File: config.mk
export PLATFORM = sky130hd
export DESIGN_NAME = rr_slave_arbiter
export DESIGN_NICKNAME = d
export VERILOG_FILES = /design/src/rtl/rr_slave_arbiter.sv
export SDC_FILE = /design/constraint.sdc
export NUM_CORES = 1
export LEC_CHECK = 0
export BUFFER_PORTS_ARGS = -buffer_cell sky130_fd_sc_hd__buf_2
export CORE_AREA = 2 2 109 111
export DETAILED_ROUTE_END_ITERATION = 10
export DIE_AREA = 0 0 111 113
export PLACE_DENSITY = 0.46
export SETUP_SLACK_MARGIN = 0.2
export SYNTH_ARGS = -nofsm -noshare
export SYNTH_HDL_FRONTEND = slang
export SYNTH_SLANG_ARGS = --single-unit
File: constraint.sdc
create_clock -name clk_i -period 2 [get_ports clk_i]
set_clock_uncertainty 0.1 [all_clocks]
set_input_delay 0.2 -clock clk_i [delete_from_list [all_inputs] [get_ports clk_i]]
set_output_delay 0.2 -clock clk_i [all_outputs]
set_load 0.005 [all_outputs]
File: src/rtl/rr_slave_arbiter.sv
// Round-robin arbiter sharing one slave request/response port between
// MASTER_COUNT masters. One outstanding transaction at a time. A response
// timeout returns an error to a master whose slave has stalled.
//
// state | meaning
// ------+--------------------------------------------------------------
// IDLE  | no transaction; picks the next winner, drains stray responses
// REQ   | granted master's request presented to the slave
// RSP   | waiting for / forwarding the slave response, timer running
// TERR  | timeout error response presented to the granted master
module rr_slave_arbiter #(
  parameter int MASTER_COUNT   = 2,
  parameter int ADDR_WIDTH     = 32,
  parameter int DATA_WIDTH     = 32,
  parameter int TIMEOUT_CYCLES = 255,
  localparam int MID_W         = $clog2(MASTER_COUNT)
) (
  input  logic                                   clk_i,
  input  logic                                   rst_i,
  input  logic [MASTER_COUNT-1:0]                m_req_valid_i,
  output logic [MASTER_COUNT-1:0]                m_req_ready_o,
  input  logic [MASTER_COUNT-1:0][ADDR_WIDTH-1:0] m_req_addr_i,
  input  logic [MASTER_COUNT-1:0]                m_req_we_i,
  input  logic [MASTER_COUNT-1:0][DATA_WIDTH-1:0] m_req_wdata_i,
  output logic [MASTER_COUNT-1:0]                m_rsp_valid_o,
  input  logic [MASTER_COUNT-1:0]                m_rsp_ready_i,
  output logic [DATA_WIDTH-1:0]                  m_rsp_rdata_o,
  output logic                                   m_rsp_err_o,
  output logic                                   s_req_valid_o,
  input  logic                                   s_req_ready_i,
  output logic [ADDR_WIDTH-1:0]                  s_req_addr_o,
  output logic                                   s_req_we_o,
  output logic [DATA_WIDTH-1:0]                  s_req_wdata_o,
  input  logic                                   s_rsp_valid_i,
  output logic                                   s_rsp_ready_o,
  input  logic [DATA_WIDTH-1:0]                  s_rsp_rdata_i,
  input  logic                                   s_rsp_err_i,
  output logic [MID_W-1:0]                       grant_id_o,
  output logic                                   busy_o,
  output logic                                   timeout_o,
  output logic                                   stray_rsp_o
);

  // A zero timeout disables the timer; keep it one bit wide in that case.
  localparam int              TMR_W     = (TIMEOUT_CYCLES > 0) ? $clog2(TIMEOUT_CYCLES + 1) : 1;
  localparam logic [TMR_W-1:0] TMR_LIMIT = TMR_W'(TIMEOUT_CYCLES);
  localparam bit              TMR_EN    = (TIMEOUT_CYCLES != 0);

  localparam logic [1:0] ST_IDLE = 2'd0;
  localparam logic [1:0] ST_REQ  = 2'd1;
  localparam logic [1:0] ST_RSP  = 2'd2;
  localparam logic [1:0] ST_TERR = 2'd3;

  logic [1:0]       state_q;
  logic [MID_W-1:0] grant_q;
  logic [MID_W-1:0] last_q;
  logic [TMR_W-1:0] timer_q;

  logic             win_found;
  logic [MID_W-1:0] win_id;
  logic [MID_W-1:0] scan_id;
  logic             tmo_hit;

  // Round-robin search: first valid master after the last winner, wrapping.
  always_comb begin
    win_found = 1'b0;
    win_id    = '0;
    scan_id   = '0;
    for (int i = 1; i <= MASTER_COUNT; i++) begin
      scan_id = MID_W'((int'(last_q) + i) % MASTER_COUNT);
      if (!win_found && m_req_valid_i[scan_id]) begin
        win_found = 1'b1;
        win_id    = scan_id;
      end
    end
  end

  // Timeout only fires while the slave is silent; a held response is never aborted.
  assign tmo_hit = TMR_EN && (state_q == ST_RSP) && !s_rsp_valid_i && (timer_q == TMR_LIMIT);

  // Transaction sequencing, grant bookkeeping and the saturating response timer.
  always_ff @(posedge clk_i) begin
    if (rst_i) begin
      state_q <= ST_IDLE;
      grant_q <= '0;
      last_q  <= MID_W'(MASTER_COUNT - 1);
      timer_q <= '0;
    end else begin
      case (state_q)
        ST_IDLE: begin
          if (win_found) begin
            grant_q <= win_id;
            last_q  <= win_id;
            state_q <= ST_REQ;
          end
        end
        ST_REQ: begin
          if (s_req_ready_i) begin
            state_q <= ST_RSP;
            timer_q <= '0;
          end
        end
        ST_RSP: begin
          if (s_rsp_valid_i && m_rsp_ready_i[grant_q]) begin
            state_q <= ST_IDLE;
          end else if (tmo_hit) begin
            state_q <= ST_TERR;
          end else if (!s_rsp_valid_i && (timer_q != '1)) begin
            timer_q <= timer_q + TMR_W'(1);
          end
        end
        ST_TERR: begin
          if (m_rsp_ready_i[grant_q]) state_q <= ST_IDLE;
        end
        default: state_q <= ST_IDLE;
      endcase
    end
  end

  // Per-state steering between the granted master and the slave port.
  always_comb begin
    m_req_ready_o = '0;
    m_rsp_valid_o = '0;
    m_rsp_rdata_o = '0;
    m_rsp_err_o   = 1'b0;
    s_req_valid_o = 1'b0;
    s_req_addr_o  = '0;
    s_req_we_o    = 1'b0;
    s_req_wdata_o = '0;
    s_rsp_ready_o = 1'b0;
    stray_rsp_o   = 1'b0;
    timeout_o     = 1'b0;
    case (state_q)
      ST_IDLE: begin
        s_rsp_ready_o = 1'b1;
        stray_rsp_o   = s_rsp_valid_i;
      end
      ST_REQ: begin
        s_req_valid_o          = 1'b1;
        s_req_addr_o           = m_req_addr_i[grant_q];
        s_req_we_o             = m_req_we_i[grant_q];
        s_req_wdata_o          = m_req_wdata_i[grant_q];
        m_req_ready_o[grant_q] = s_req_ready_i;
      end
      ST_RSP: begin
        m_rsp_valid_o[grant_q] = s_rsp_valid_i;
        m_rsp_rdata_o          = s_rsp_rdata_i;
        m_rsp_err_o            = s_rsp_err_i;
        s_rsp_ready_o          = m_rsp_ready_i[grant_q];
        timeout_o              = tmo_hit;
      end
      ST_TERR: begin
        m_rsp_valid_o[grant_q] = 1'b1;
        m_rsp_err_o            = 1'b1;
      end
      default: ;
    endcase
  end

  assign grant_id_o = grant_q;
  assign busy_o     = (state_q != ST_IDLE);

endmodule
Word-level counts from Yosys, hierarchy flattened
Index checks and enable logic that the tools add are counted.
{"block": "classes", "add_sub_neg": 3, "n_mul": 0, "div": 0, "magnitude_cmp": 4, "eq_ne": 12, "n_shift": 0, "muxes": 40, "bitwise": 2, "reduce_logical": 14}
{"operator": "$mux 32", "n": 7}
{"operator": "$mux 8", "n": 4}
{"operator": "$mux 1", "n": 17}
{"operator": "$pmux 8 s2", "n": 1}
{"operator": "$mux 2", "n": 6}
{"operator": "$ne 2x2->1 const B", "n": 5}
{"operator": "$add 8x1->8 const B", "n": 1}
{"operator": "$eq 8x8->1 const B", "n": 1}
{"operator": "$ne 8x8->1 const B", "n": 1}
{"operator": "$pmux 2 s4", "n": 1}
{"operator": "$logic_and 1x1->1", "n": 6}
{"operator": "$lt 1x2->1 const B", "n": 3}
{"operator": "$reduce_and 5->1", "n": 1}
{"operator": "$and 2x2->2", "n": 2}
{"operator": "$eq 2x2->1 const B", "n": 2}
{"operator": "$pmux 1 s2", "n": 2}
{"operator": "$pmux 2 s2", "n": 1}
{"operator": "$reduce_and 4->1", "n": 1}
{"operator": "$reduce_bool 2->1", "n": 2}
{"operator": "$ne 3x2->1 const B", "n": 1}
{"operator": "$add 1x1->1 const B", "n": 2}
{"operator": "$eq 2x1->1 const B", "n": 1}
{"operator": "$logic_not 1->1", "n": 2}
{"operator": "$logic_not 2->1", "n": 1}
{"operator": "other kinds (4)", "n": 4}
{"block": "totals", "regBits": 12, "latch_bits": 0, "mem_bits_rw": 0, "mem_bits_ro": 0, "input_bits": 171, "wordCells": 79, "n_memories": 0}

Longest topological paths before layout
{"block": "logic_depth", "ltp_word": 9, "ltp_mapped": 6}

Worst setup path before layout
Ideal clock, no wire load.
{"block": "synth_path", "path_type": "reg-to-output", "start": "register grant_q (netlist: grant_id_o)", "end": "output port s_req_addr_o[25]", "arrival_time_ns": 1.334, "t_required_ns": 1.700, "setup_slack_ns": 0.366, "path_stages_with_launch": 6, "n_path_buf": 3, "path_cell_list": "dfxtp_1 clkbuf_1 buf_2 buf_2 mux2i_1 nor2_1"}
{"block": "synth_via", "elab_chain_len": 3}
{"item": "from (decl)", "line": "55", "source": "logic [MID_W-1:0] grant_q;"}
{"item": "from (signal assigned)", "line": "92", "source": "grant_q <= win_id;"}
{"item": "$mux 32 (implied by the code) (2 in series)", "line": "140", "source": "s_req_addr_o = m_req_addr_i[grant_q];"}
{"item": "$mux 32", "line": "133", "source": "case (state_q)"}
{"item": "to (decl)", "line": "31", "source": "output logic [ADDR_WIDTH-1:0] s_req_addr_o,"}
Every way passes these cells. The select of a mux whose other input is x is not followed.

Final worst setup path
{"block": "layout_path", "start": "register state_q[0]", "end": "output port s_req_addr_o[9]"}
{"block": "layout_via", "elab_chain_len": 2}
{"item": "from (decl)", "line": "54", "source": "logic [1:0] state_q;"}
{"item": "from (signal assigned)", "line": "84", "source": "state_q <= ST_IDLE;"}
{"item": "from (signal assigned)", "line": "94", "source": "state_q <= ST_REQ;"}
{"item": "from (signal assigned)", "line": "99", "source": "state_q <= ST_RSP;"}
{"item": "$eq 2x1->1", "line": "133"}
{"item": "$mux 32", "line": "133"}
Every way passes these cells.

==> summary.md <==
| Metric | Value |
|---|---|
| Outcome | completed |
| Via count | around 2.8k |
| Total CTS buffers | 3 |
| CTS sink count | 12 |
| Fin crit share | a little under 90% |
| Critical Path AT | ~1500 ps |
| Fmax | 559 MHz |
| Logic gate share of total power | 56.7% |
| Max Slew Vio Count | 0 |
| RSZ-0062 raised after global routing | true |
| Post-synth EDFFs | 0 |
| RD Place Congestion | 0.885 |
| Most frequent cells in the layout | 278 x buf_2, 72 x nor2_1, 66 x mux2i_1, 33 x and2_1, 10 x buf_4 |
| # fillers | roughly 1.2k |
| First-pass detailed-route iteration total | 4 |
| All-Layer GR Usage | between 10% and 20% |
| Initial core utilization | between 15 and 20% |
| Worst-margin pin slew | a little over 400 ps |
| Post-route cell area | approximately 3700 µm² |
| Final setup violation count | 0 |
| Commonest non-fill, non-tap cell in the layout | buf_2 |
| Power per cell area | around 400 nW/µm² |
| Internal power | 0.000954 W |
| Root buf cell | clkbuf_16 |
| Yosys warns | 0 |
| CP startpoint kind | register |
| LEAKAGE | about 2.0 nW |
| Crit path capture type | output port |
| Final Hold Vio Count | 0 |
| Worst setup path startpoint | state_q[0] |
| Slew headroom | 71.9% |
| CTS tree | yes |
| Hold path start | rst_i |
| Routed WL | between 9000 and 10000 µm |
| Synth Register Bits | 12 |
| Setup CP Type | register to output port |
| Layout cell share with drive strength beyond 1 | between 50 and 60% |
| Core Area | approximately 11000 µm² |
| ANT nets after route | 0 |
| Sw frac | about a third |
| Reg power frac | about 18% |
| Worst-path fanout max | 53 |
| Leading register cell type out of synthesis | dfxtp_1 |
| Setup TNS | 0 ps |
| Routed len/inst | ~14 µm |
| CP max stage delay | roughly 400 ps |
| GRT overflow | 0 |
| DR vias/cell | 4.11 |
| Tmin final | between 1500 and 2000 ps |
| Worst EP required | roughly 1700 ps |
| Clk buf depth | 2 |
| Netlist cell types | 35 |
| CP Cell Sequence | or2b_4 > buf_12 > nor2_1 > buf_2 |
| ANT cells | 0 |
| Port Buffers | between 200 and 300 |
| Synth async-reset ratio | 0% |
| Height of the die | about 110 µm |
| Max Cap Violations | 0 |
| Post-CTS Hold Buffers | 0 |
| RR Startpoint | timer_q[0] |
| Clk_lat worst skew | between 200 and 250 ps |
| Deepest level of the CTS H-tree | 1 |
| Cell Area, Synth | around 1900 µm² |
| Remaining DRCs | 0 |
| Initial drt markers | 93 |
| Rows | 39 |
| First-pass GRT wire length | between 10000 and 15000 µm |
| Register area share after synthesis | between 10% and 20% |
| Fin nets | just over 700 |
| Maximum vdd ir drop | roughly 0.30 mV |
| DP Area | 3450 µm² |
| Die area | 12500 µm² |
| Area Overhead vs Synth | 98.2% |
| Initial antenna violation count | 0 |
| Die width | ~110 µm |
| Post-synthesis cell count | 268 |
| Avg Inst Size Synth | 6.92 µm² |
| Hold crit path type | input pin to register |
| I/O Pins | roughly 280 |
| Sw Pwr | 0.000517 W |
| Vias in the first global route | about 2.6k |
| Clock power frac | roughly 25% |
| Detailed placement HPWL | approximately 8300 µm |
| Slowest cell on crit path | dfxtp_4 |
| Syn nets | 440 |
| Largest net degree at the start of global routing | 54 |
| Reg clk slew, reported paths | 40 ps |
-- state kept, by name, summed over array words and instances (netlist names) --
name,cells
last_q,1
grant_id_o,1
timer_q,8
state_q,2
-- final cells by class --
| type | count | area, µm² | share of cell area [%] |
|---|---|---|---|
| Clock buffer | 4 | 78.8 | 2.14 |
| Inverter | 4 | 15.0 | 0.408 |
| Multi-Input combinational cell | 231 | 1570 | 42.8 |
| Tap cell | 143 | 179 | 4.87 |
| Timing Repair Buffer | 295 | 1570 | 42.8 |
| Sequential cell | 12 | 256 | 6.98 |
-- power by group through the flow --
stage                     Sequential [W]  Combinational (W)  Clock, W
after floorplan                 0.000258           0.000388         0
after global placement          0.000278           0.000804         0
after detailed placement        0.000280           0.000805         0
after CTS                       0.000267           0.000837  0.000378
after global routing            0.000269           0.000917  0.000390
final                           0.000267           0.000835  0.000369
-- routing by layer --
layer | routed length, µm | global-route usage (%)
met4 | 109 | 2.33
met5 | 0 | 0
met1 | 3820 | 16.6
met2 | 5060 | 24.9
met3 | 629 | 3.05
-- Yosys cell counts, types with 2 or more instances --
cell type,instances,area [µm²]
buf_2,5,25.0
nand3_1,5,25.0
mux2i_1,66,661
nand4_1,2,12.5
dfxtp_1,12,240
and2_1,33,206
o21ai_0,5,25.0
nand2_1,8,30.0
clkbuf_1,10,37.5
a21oi_1,8,40.0
o31ai_1,2,15.0
nor3_1,2,10.0
o21a_1,2,15.0
inv_1,4,15.0
buf_1,5,18.8
nor2_1,77,289
o211ai_1,2,15.0
or4_1,3,22.5
-- final timing paths --
| path | depth (start not counted) | end | slack (ps) |
|---|---|---|---|
| worst max-delay path | 4 | s_req_addr_o[9] | 210 |
| worst min-delay path | 2 | state_q[1] | 130 |
| worst max register to register | 6 | timer_q[7] | 230 |
| worst min register to register | 1 | last_q | 390 |
-- worst max-delay path: cells and delay by family, from the launching register on --
family	cells	cell delay, ps
buffers and inverters	2	340
flip-flops	1	400
AND/OR/NAND/NOR	2	490
-- timing repair --
item	in CTS	in global routing
hold endpoints to repair	0	0
setup buffers	3	4
pin swaps	0	5
gates resized for setup	7	20
endpoints found under the setup margin	90	45
cloned	0	0
-- kinds of logic (layout without fill, tap and decap cells) --
group,after synthesis,count (layout),share of synthesized area (%)
xor+xnor,2,2,0.945
fa+ha+maj,1,1,0.675
simple gates,138,138,35.8
mux,66,66,35.6
buf+inv,25,303,5.80
flops,12,12,13.0
compound gates,24,24,8.23
-- metrics by stage --
step | utilization [%] | setup slack (ps) | hold WS (ps) | std cells | power [W]
2_1_floorplan | - | 366 | 169 | 268 | 0.000646
5_1_grt | 32.6 | 173 | 164 | 689 | 0.00158
4_1_cts | 31.7 | 206 | 125 | 685 | 0.00148
3_3_place_gp | 30.6 | 122 | 369 | 678 | 0.00108
6_report | 32.6 | 212 | 129 | 689 | 0.00147
3_5_place_dp | 30.6 | 82.6 | 382 | 678 | 0.00108
(Power assumes the default switching activity.)
